`config.mk`:
```
export PLATFORM = sky130hd
export DESIGN_NAME = fetch_queue_flat
export DESIGN_NICKNAME = d
export VERILOG_FILES = /design/src/rtl/fetch_queue_pkg.sv /design/src/rtl/fetch_queue_if.sv /design/src/rtl/fetch_queue_chk.sv /design/src/rtl/fetch_queue_fifo.sv /design/src/rtl/fetch_queue.sv /design/src/flat_wrapper.sv
export SDC_FILE = /design/constraint.sdc
export NUM_CORES = 1
export LEC_CHECK = 0
export CAP_MARGIN = 10
export CORE_ASPECT_RATIO = 0.75
export CORE_MARGIN = 2
export CORE_UTILIZATION = 25
export CTS_CLUSTER_SIZE = 12
export DETAILED_ROUTE_END_ITERATION = 16
export MAX_ROUTING_LAYER = met4
export PLACE_DENSITY = 0.48
export SYNTH_ARGS = -nofsm -noshare
export SYNTH_HDL_FRONTEND = slang
export SYNTH_SLANG_ARGS = --single-unit
```
`constraint.sdc`:
```
create_clock -name clk -period 7.15 [get_ports clk]
set_input_delay 0.715 -clock clk [delete_from_list [all_inputs] [get_ports clk]]
set_output_delay 0.715 -clock clk [all_outputs]
set_load 0.02 [all_outputs]
```
`src/rtl/fetch_queue_pkg.sv`:
```
// Shared types and constants for the instruction-fetch stage: ibus request/response,
// the fetch_data_t handed to decode, and the fetch FSM state encoding.
package fetch_queue_pkg;

  localparam logic [63:0] DEFAULT_RESET_PC = 64'h0000_0000_8000_0000;

  typedef struct packed {
    logic        valid;
    logic [63:0] addr;
  } ibus_req_t;

  typedef struct packed {
    logic        data_ok;
    logic [31:0] data;
  } ibus_resp_t;

  typedef struct packed {
    logic [63:0] pc;
    logic [31:0] raw_instr;
    logic        valid;
  } fetch_data_t;

  typedef enum logic [1:0] {
    IDLE  = 2'd0,
    REQ   = 2'd1,
    DRAIN = 2'd2
  } fetch_state_t;

  // Sequential PC step; 64-bit unsigned, wraps silently.
  function automatic logic [63:0] next_pc(input logic [63:0] pc, input int unsigned step);
    return pc + 64'(step);
  endfunction

endpackage

```
`src/rtl/fetch_queue_if.sv`:
```
// Bundles the ibus, redirect and decode handshake signals of the fetch stage.
// master = fetch_queue side, slave = the memory/decode/execute environment.
interface fetch_queue_if
  import fetch_queue_pkg::*;
#(
  parameter int DEPTH = 4
);
  ibus_req_t                      ireq;
  ibus_resp_t                     iresp;
  logic                           redirect_valid;
  logic [63:0]                    redirect_pc;
  logic                           deq_valid;
  logic                           deq_ready;
  fetch_data_t                    deq_data;
  logic [$clog2(DEPTH+1)-1:0]     count;

  modport master (
    output ireq, deq_valid, deq_data, count,
    input  iresp, redirect_valid, redirect_pc, deq_ready
  );

  modport slave (
    input  ireq, deq_valid, deq_data, count,
    output iresp, redirect_valid, redirect_pc, deq_ready
  );

endinterface

```
`src/rtl/fetch_queue_chk.sv`:
```
// Simulation-only checks for the fetch FIFO; ignored by synthesis.
module fetch_queue_chk (
  input logic clk,
  input logic reset,
  input logic push,
  input logic full
);

  // The fetch FSM reserves a slot before issuing, so a push can never land on a full queue.
  a_no_push_when_full: assert property (@(posedge clk) disable iff (reset) !(push && full));

endmodule

```
`src/rtl/fetch_queue_fifo.sv`:
```
// DEPTH x fetch_data_t FIFO with push/pop/flush; head is combinational and reads
// as zero when empty. Flush wins over a simultaneous push or pop.
module fetch_queue_fifo
  import fetch_queue_pkg::*;
#(
  parameter int DEPTH = 4
) (
  input  logic                       clk,
  input  logic                       reset,
  input  logic                       push,
  input  logic                       pop,
  input  logic                       flush,
  input  fetch_data_t                push_data,
  output fetch_data_t                head,
  output logic [$clog2(DEPTH+1)-1:0] count
);

  localparam int PW = $clog2(DEPTH);
  localparam int CW = $clog2(DEPTH+1);

  fetch_data_t     mem_q [DEPTH];
  logic [PW-1:0]   head_q, head_d, tail_q, tail_d;
  logic [CW-1:0]   count_q, count_d;
  logic            do_push_s, do_pop_s, full_s;

  always_comb begin
    do_push_s = push & ~flush;
    do_pop_s  = pop & ~flush & (count_q != '0);
    full_s    = (count_q == CW'(DEPTH));
    head_d    = head_q;
    tail_d    = tail_q;
    count_d   = count_q;
    if (flush) begin
      head_d  = '0;
      tail_d  = '0;
      count_d = '0;
    end else begin
      // Power-of-two depth lets the pointers wrap naturally.
      tail_d = do_push_s ? tail_q + PW'(1) : tail_q;
      head_d = do_pop_s  ? head_q + PW'(1) : head_q;
      case ({do_push_s, do_pop_s})
        2'b10:   count_d = count_q + CW'(1);
        2'b01:   count_d = count_q - CW'(1);
        default: count_d = count_q;
      endcase
    end
  end

  always_ff @(posedge clk or posedge reset) begin
    if (reset) begin
      head_q  <= '0;
      tail_q  <= '0;
      count_q <= '0;
    end else begin
      head_q  <= head_d;
      tail_q  <= tail_d;
      count_q <= count_d;
    end
  end

  always_ff @(posedge clk) begin
    if (do_push_s) begin
      mem_q[tail_q] <= push_data;
    end
  end

  assign head  = (count_q != '0) ? mem_q[head_q] : '0;
  assign count = count_q;

  fetch_queue_chk u_chk (
    .clk   (clk),
    .reset (reset),
    .push  (do_push_s),
    .full  (full_s)
  );

endmodule

```
`src/rtl/fetch_queue.sv`:
```
// Instruction-fetch stage: issues one sequential ibus request at a time, buffers the
// returned instructions for decode, and handles redirects by flushing and draining.
module fetch_queue
  import fetch_queue_pkg::*;
#(
  parameter int          DEPTH       = 4,
  parameter logic [63:0] RESET_PC    = DEFAULT_RESET_PC,
  parameter int          INSTR_BYTES = 4
) (
  input  logic          clk,
  input  logic          reset,
  fetch_queue_if.master bus
);

  localparam int CW = $clog2(DEPTH+1);

  fetch_state_t  state_q, state_d;
  logic [63:0]   fetch_pc_q, fetch_pc_d;
  ibus_req_t     ireq_q, ireq_d;
  logic          push_s, pop_s, deq_valid_s;
  fetch_data_t   push_data_s, head_s;
  logic [CW-1:0] count_s, count_after_s;
  logic [63:0]   pc_plus_s;

  always_comb begin
    state_d       = state_q;
    fetch_pc_d    = fetch_pc_q;
    ireq_d        = ireq_q;
    push_s        = 1'b0;
    pc_plus_s     = next_pc(fetch_pc_q, INSTR_BYTES);
    push_data_s   = '{pc: fetch_pc_q, raw_instr: bus.iresp.data, valid: 1'b1};
    deq_valid_s   = (count_s != '0) & ~bus.redirect_valid;
    pop_s         = deq_valid_s & bus.deq_ready;
    count_after_s = count_s + CW'(1) - CW'(pop_s);
    case (state_q)
      IDLE: begin
        if (bus.redirect_valid) begin
          fetch_pc_d = bus.redirect_pc;
        end else if (count_s < CW'(DEPTH)) begin
          state_d = REQ;
          ireq_d  = '{valid: 1'b1, addr: fetch_pc_q};
        end else begin
          state_d = IDLE;
        end
      end
      REQ: begin
        if (bus.redirect_valid && bus.iresp.data_ok) begin
          // Response and redirect coincide: drop the data, nothing left to drain.
          fetch_pc_d = bus.redirect_pc;
          state_d    = IDLE;
          ireq_d     = '0;
        end else if (bus.redirect_valid) begin
          // Request stays on the bus with its old address until it completes.
          fetch_pc_d = bus.redirect_pc;
          state_d    = DRAIN;
        end else if (bus.iresp.data_ok) begin
          push_s     = 1'b1;
          fetch_pc_d = pc_plus_s;
          if (count_after_s < CW'(DEPTH)) begin
            state_d = REQ;
            ireq_d  = '{valid: 1'b1, addr: pc_plus_s};
          end else begin
            state_d = IDLE;
            ireq_d  = '0;
          end
        end else begin
          state_d = REQ;
        end
      end
      DRAIN: begin
        fetch_pc_d = bus.redirect_valid ? bus.redirect_pc : fetch_pc_q;
        if (bus.iresp.data_ok) begin
          state_d = IDLE;
          ireq_d  = '0;
        end else begin
          state_d = DRAIN;
        end
      end
      default: begin
        state_d = IDLE;
        ireq_d  = '0;
      end
    endcase
  end

  always_ff @(posedge clk or posedge reset) begin
    if (reset) begin
      state_q    <= IDLE;
      fetch_pc_q <= RESET_PC;
      ireq_q     <= '0;
    end else begin
      state_q    <= state_d;
      fetch_pc_q <= fetch_pc_d;
      ireq_q     <= ireq_d;
    end
  end

  fetch_queue_fifo #(.DEPTH(DEPTH)) u_fifo (
    .clk       (clk),
    .reset     (reset),
    .push      (push_s),
    .pop       (pop_s),
    .flush     (bus.redirect_valid),
    .push_data (push_data_s),
    .head      (head_s),
    .count     (count_s)
  );

  assign bus.ireq      = ireq_q;
  assign bus.deq_valid = deq_valid_s;
  assign bus.deq_data  = head_s;
  assign bus.count     = count_s;

endmodule

```
`src/flat_wrapper.sv`:
```
// flat-port wrapper written by rule: the top's interface ports become plain ports
module fetch_queue_flat import fetch_queue_pkg::*;
#(
  parameter int          DEPTH       = 4,
  parameter logic [63:0] RESET_PC    = DEFAULT_RESET_PC,
  parameter int          INSTR_BYTES = 4
)
  (clk, reset, bus_ireq, bus_deq_valid, bus_deq_data, bus_count, bus_iresp, bus_redirect_valid, bus_redirect_pc, bus_deq_ready);
  fetch_queue_if #(.DEPTH(DEPTH)) bus_i ();
  input  logic clk;
  input  logic reset;
  output wire logic [$bits(bus_i.ireq)-1:0] bus_ireq;
  output wire logic [$bits(bus_i.deq_valid)-1:0] bus_deq_valid;
  output wire logic [$bits(bus_i.deq_data)-1:0] bus_deq_data;
  output wire logic [$bits(bus_i.count)-1:0] bus_count;
  input wire logic [$bits(bus_i.iresp)-1:0] bus_iresp;
  input wire logic [$bits(bus_i.redirect_valid)-1:0] bus_redirect_valid;
  input wire logic [$bits(bus_i.redirect_pc)-1:0] bus_redirect_pc;
  input wire logic [$bits(bus_i.deq_ready)-1:0] bus_deq_ready;
  assign bus_ireq = bus_i.ireq;
  assign bus_deq_valid = bus_i.deq_valid;
  assign bus_deq_data = bus_i.deq_data;
  assign bus_count = bus_i.count;
  assign bus_i.iresp = bus_iresp;
  assign bus_i.redirect_valid = bus_redirect_valid;
  assign bus_i.redirect_pc = bus_redirect_pc;
  assign bus_i.deq_ready = bus_deq_ready;
  fetch_queue #(.DEPTH(DEPTH), .RESET_PC(RESET_PC), .INSTR_BYTES(INSTR_BYTES)) u_core (.clk(clk), .reset(reset), .bus(bus_i));
endmodule
```
Yosys cells after proc, flatten, opt, wreduce, memory -nomap -nowiden:

Memories as Yosys holds them, arrays and structs flattened.
Index checks and enable logic that the tools add are counted.

* output and inout port bits: 166
* input bits: 101
* memories kept: 1
* bits in writable memories: 384
* register bits: 138
* word-level logic and storage cells: 77

* reductions and logical operators: 10
* bitwise logic cells: 6
* magnitude comparators: 2
* $add $sub $neg: 6
* muxes and demuxes: 34
* eq/ne operators: 11

Memories
* u_core.u_fifo.mem_q: words 4, width 96, rd ports 1, clocked after memory_dff 0, write ports 1, RTL line fetch_queue_fifo.sv:21 `fetch_data_t mem_q [DEPTH];`

Operators with widths (count)
* 2-to-1 mux 65 bit: 7
* 2-to-1 mux 64 bit: 4
* one-hot mux 65 bit (3 select lines): 1
* one-hot mux 64 bit (2 select lines): 1
* 2-to-1 mux 97 bit: 1
* adder 64 x 3 -> 64 bit, second input constant: 1
* 2-to-1 mux 2 bit: 8
* 2-to-1 mux 1 bit: 9
* less-than comparator 3 bit, second input constant: 2
* != test 3 x 2 -> 1 bit, second input constant: 2
* one-hot mux 2 bit (3 select lines): 1
* one-hot mux 3 bit (2 select lines): 1
* nonzero test 2 bit: 3
* nonzero test 3 bit: 2
* AND 1 bit: 5
* AND reduction 5 bit: 1
* adder 2 x 1 -> 2 bit, second input constant: 2
* == test 2 x 1 -> 1 bit, second input constant: 2
* == test 2 bit, second input constant: 2
* != test 2 x 1 -> 1 bit, second input constant: 2
* != test 2 bit, second input constant: 2
* != test 4 x 3 -> 1 bit, second input constant: 1
* adder 3 x 1 -> 3 bit, second input constant: 1
* 2-to-1 mux 3 bit: 1
* other kinds (7): 7

Longest topological paths before layout:

* word-level depth: 10
* mapped depth: 10
* gate-level depth less buffers: 8

Cells and area by module:

From an unflattened synthesis, not the netlist that was laid out.

* cell total of the unflattened synthesis: 1605
* area, all modules: 22854.4 um^2

Modules (own cells, without submodules)
* fetch_queue_fifo: area each 15127.0 um^2, cells each 663, times used 1, seq. area each 11826.3 um^2
* fetch_queue: area each 7727.4 um^2, cells each 942, times used 1, seq. area each 3279.4 um^2

Worst setup path before layout:

Ideal clock, no wire load.

* path type: input port to flip-flop
* from: input bus_redirect_valid
* to: memory u_core.u_fifo.mem_q[0][0] (netlist name) (enable)
* setup slack: 1.225 ns
* data required time: 6.598 ns
* library setup time: 0.552 ns
* cell stages on the path: 4
* buffers on the path: 2
* arrival: 5.373 ns
* path through: clkbuf_1 nand3b_1 clkbuf_1 nor2_1

* word-level cells in the longest chain between the ends: 6
* elaborated cells on any way between the ends: 8
* those cells by class: mux: 5; bitwise: 2; reduce/logical: 1

Ends and longest elaborated chain
* from (decl): RTL line flat_wrapper.sv:17 `input wire logic [$bits(bus_i.redirect_valid)-1:0] bus_redirect_valid;`
* 2-to-1 mux 1 bit / logical AND 1 bit (equally long branches): RTL line fetch_queue.sv:52, fetch_queue.sv:47
* 2-to-1 mux 1 bit: RTL line fetch_queue.sv:47 `if (bus.redirect_valid && bus.iresp.data_ok) begin`
* 2-to-1 mux 1 bit: RTL line fetch_queue.sv:35 `case (state_q)`
* AND 1 bit *: RTL line fetch_queue_fifo.sv:27 `do_push_s = push & ~flush;`
* 2-to-1 mux 1 bit *: RTL line fetch_queue_fifo.sv:62 `if (do_push_s) begin`
* 2-to-1 mux 1 bit (implied by the code) *: RTL line fetch_queue_fifo.sv:63 `mem_q[tail_q] <= push_data;`
* to (decl): RTL line fetch_queue_fifo.sv:21

Every way passes the cells marked *; elsewhere a longest branch is shown, timed or not.

Final worst setup path:

* from: register u_core.u_fifo.head_q[1]
* to: output bus_deq_data[58]

* word-level cells in the longest chain between the ends: 2

Ends and longest elaborated chain
* from (decl): RTL line fetch_queue_fifo.sv:22 `logic [PW-1:0] head_q, head_d, tail_q, tail_d;`
* from (signal assigned): RTL line fetch_queue_fifo.sv:51 `head_q <= '0;`
* from (signal assigned): RTL line fetch_queue_fifo.sv:55 `head_q <= head_d;`
* memory read (4 x 96 bit)
* 2-to-1 mux 97 bit: RTL line fetch_queue_fifo.sv:67 `assign head = (count_q != '0) ? mem_q[head_q] : '0;`
* to (decl): RTL line flat_wrapper.sv:14 `output wire logic [$bits(bus_i.deq_data)-1:0] bus_deq_data;`

Every way passes these cells.

==> results by group <==
STA
  • Fin crit period: ~4.4 ns
  • Hold_ws: 0.494 ns
  • Fmax achieved: ~230 MHz
  • Final Setup Violations: 0
  • TNS Setup: 0 ns
  • Tcrit/Tclk final: 0.620
  • Worst-case clock skew: roughly 0.027 ns
  • Slew HR: 0.192
  • Max-slew violations: 0
  • Final worst slack: around 2.7 ns
  • Worst slew pin tran: 1.21 ns
  • Final Hold Fails: 0
  • RSZ-0062 raised after global routing: no

Worst setup path
  • Worst R2R Path Depth: 7
  • WS Path Type: reg2out
  • Reg-to-Reg Start: u_core.fetch_pc_q[2]
  • Crit-path slowest cell: dfrtp_4
  • CP endpoint kind: primary output
  • CP startpoint kind: register
  • FF-to-FF setup slack: between 3 and 4 ns
  • Critical path's largest stage delay: just over 0.9 ns
  • Peak fanout along the critical path: 54
  • Arr. time, crit path: about 3.7 ns
  • Required time of the critical path: approximately 6.4 ns
  • R2R Path End: u_core.bus.ireq[56]
  • Critical path cell sequence: buf_4, mux4_2, and2_1, clkdlybuf4s50_1

Layout
  • Sequential standard cell area: 15000 um^2
  • Final nets: 1950
  • Area grow syn2layout: 25.9%
  • Fillers: a little under 9000
  • Share of cells above drive strength 1: 0.127
  • Commonest non-fill, non-tap cells in the layout: edfxtp_1, clkdlybuf4s50_1, nand2_1
  • Commonest non-fill, non-tap cell in the layout: edfxtp_1
  • Area of the multi-input gates: 7330 um^2

Die
  • Die Ht: between 200 and 300 um
  • Die Area: 93700 um^2
  • Core Rows: 95
  • Initial Util: 0.254
  • Core area: between 80000 and 90000 um^2
  • I/O pins: 267
  • Die W: approximately 350 um

Clock network
  • CTS root buffer: clkbuf_16
  • Clk slew on worst S/H paths: ~0.06 ns
  • Maximum clock path buffer count: 3
  • Hold_buf cts: 0
  • CTS-repair resized insts: 0
  • H-tree depth: 2
  • CTS Buf Count: 57
  • Setup Buffers After CTS: 0
  • Worst-skew pair later-pin latency: 0.62 ns
  • Sink Count: between 500 and 600
  • CTS tree: yes

Global route
  • Vias in the first global route: 15300
  • Pin count of the biggest net entering global routing: ~120
  • First-pass GRT wire length: 106 mm
  • GRT overflow: 0
  • GRT Resource Usage Total: 0.156
  • Initial antenna violation count: 9

Min path
  • Hold depth: 1
  • Hold EP: u_core.bus.ireq[13]
  • Hold crit path type: reg2reg
  • Worst hold start: u_core.bus.ireq[13]

Drt
  • Drt drc: 0
  • Iter 0 DRT Violations: 1262
  • Vias/cell: 4.90
  • Drt first pass iters: 5
  • WL/cell: about 23 um
  • WL final: approximately 72 mm
  • Antenna Nets Post-Route: 0
  • Via count: ~15000

Yosys
  • Main synth FF type: edfxtp_1
  • Top cell type's share of synthesized area: 0.505
  • Post-synthesis register bit count: 522
  • Sequential share of the synthesized area: 0.657
  • Syn Nets: ~1700
  • Async SR Flop Fraction: 0.264
  • Top post-synthesis cells by area: edfxtp_1, dfrtp_1, mux4_2, and2_1, nand2_1
  • EDFF count, synth: approximately 380
  • Cell count after synthesis: roughly 1600
  • Ys Warns: 0
  • Dominant cell type by area after synthesis: edfxtp_1
  • Cell variety after synth: between 60 and 70
  • Syn_area_per_cell: about 14 um^2
  • Post-synthesis instance area: around 23000 um^2

Power and ir drop
  • Sequential share of power: 0.393
  • Leak Pwr: 9.48 nW
  • Worst VDD drop: between 0.0002 and 0.00025 V
  • Power after layout: 11.1 mW
  • Clock network power share: 0.263
  • Internal power: slightly above 7 mW
  • Combinational Power Share: 0.344
  • Switching Power: roughly 4.0 mW
  • Power Density: just under 400 nW/um^2
  • Sw Ratio: 0.355

Placed design
  • PortBufs: about 270
  • Final GP Congestion: 0.793
  • Placed wire-length estimate: about 46 mm
  • Worst slack at placement: 2.97 ns

Flow run
  • Max cap viols: 0

Run status
  • Outcome: complete, no violations
[logic make-up after synthesis]
family | share of synthesized area
flip-flops | 0.657
AND/OR/NAND/NOR | 0.108
AO/OA/AOI/OAI | 0.105
buffers and inverters | 0.0252
multiplexers | 0.0966
adder cells (fa/ha/maj) | 0.00439
XOR/XNOR | 0.00329
[per-stage QoR]
step / cells / util / instance area (um^2)
3_3_place_gp: 2994 / 0.298 / 26800
5_1_grt: 3108 / 0.319 / 28700
3_5_place_dp: 2994 / 0.298 / 26800
2_1_floorplan: 1616 / - / 22800
6_report: 3110 / 0.319 / 28700
4_1_cts: 3101 / 0.319 / 28700
[power groups by stage]
stage / combinational (mW) / sequential [mW] / clock, mW
6_report: 3.84 / 4.38 / 2.93
5_1_grt: 4.13 / 4.45 / 3.14
4_1_cts: 3.93 / 4.38 / 3.02
3_5_place_dp: 3.91 / 4.44 / 0
3_3_place_gp: 3.88 / 4.41 / 0
2_1_floorplan: 2.16 / 4.25 / 0
[worst max path at each step]
stage                                       start                        end  depth (start not counted)
after CTS                 u_core.u_fifo.head_q[0]           bus_deq_data[58]                          4
after floorplan                bus_redirect_valid  u_core.u_fifo.mem_q[0][0]                          4
final                     u_core.u_fifo.head_q[1]           bus_deq_data[58]                          4
after global placement         bus_redirect_valid        u_core.bus.ireq[22]                          9
after global routing      u_core.u_fifo.head_q[0]           bus_deq_data[52]                          4
after detailed placement       bus_redirect_valid        u_core.bus.ireq[22]                          9
[layer usage]
metal / wire (um) / vias to the layer above / GRT usage
li1: - / 6762 / -
met1: 33200 / 7860 / 0.215
met2: 33000 / 512 / 0.234
met3: 4900 / 92 / 0.0379
met4: 1200 / 0 / 0.0314
met5: 0 / - / -
[critical path: cells and delay by family (launching register included)]
kind / cells / cell delay, ns
flip-flops: 1 / 0.93
multiplexers: 1 / 0.50
buffers and inverters: 2 / 1.42
AND/OR/NAND/NOR: 1 / 0.19
[synth_stat cells (all sizes together) (3+ instances only)]
| cell | count |
|---|---|
| nor3 | 29 |
| o31ai | 16 |
| a21o | 15 |
| dfrtp | 137 |
| a311oi | 5 |
| nand2 | 136 |
| nor4 | 11 |
| o31a | 8 |
| and2 | 103 |
| a21oi | 99 |
| or2 | 4 |
| a32oi | 7 |
| o311a | 3 |
| a2bb2oi | 33 |
| nor2b | 3 |
| o211ai | 15 |
| inv | 29 |
| mux4 | 96 |
| a32o | 8 |
| clkbuf | 100 |
| o311ai | 15 |
| or4 | 8 |
| nand3 | 44 |
| o22ai | 35 |
| edfxtp | 384 |
| a31oi | 3 |
| buf | 21 |
| ha | 8 |
| a22oi | 15 |
| and4 | 6 |
| nand4 | 30 |
| o21ai | 65 |
| nand2b | 5 |
| xnor2 | 4 |
| and3 | 13 |
| or3 | 8 |
| nor2 | 62 |
| a22o | 3 |
| a211oi | 8 |
[layout make-up]
cell class | instances | share of cell area
multi-input combinational | 944 | 0.255
inverter | 29 | 0.00396
antenna | 9 | 0.000784
clock inverter | 21 | 0.00692
clock buffer | 86 | 0.0577
timing repair buffer | 287 | 0.101
tap | 1212 | 0.0528
sequential | 522 | 0.522
[registers in the layout, summed over array words and instances (netlist names)]
| register | cells |
|---|---|
| u_core.u_fifo.mem_q | 384 |
| u_core.u_fifo.head_q | 2 |
| u_core.u_fifo.count | 3 |
| u_core.u_fifo.tail_q | 2 |
| u_core.state_q | 2 |
| u_core.bus.ireq | 65 |
| u_core.fetch_pc_q | 64 |
(Power assumes the default switching activity.)
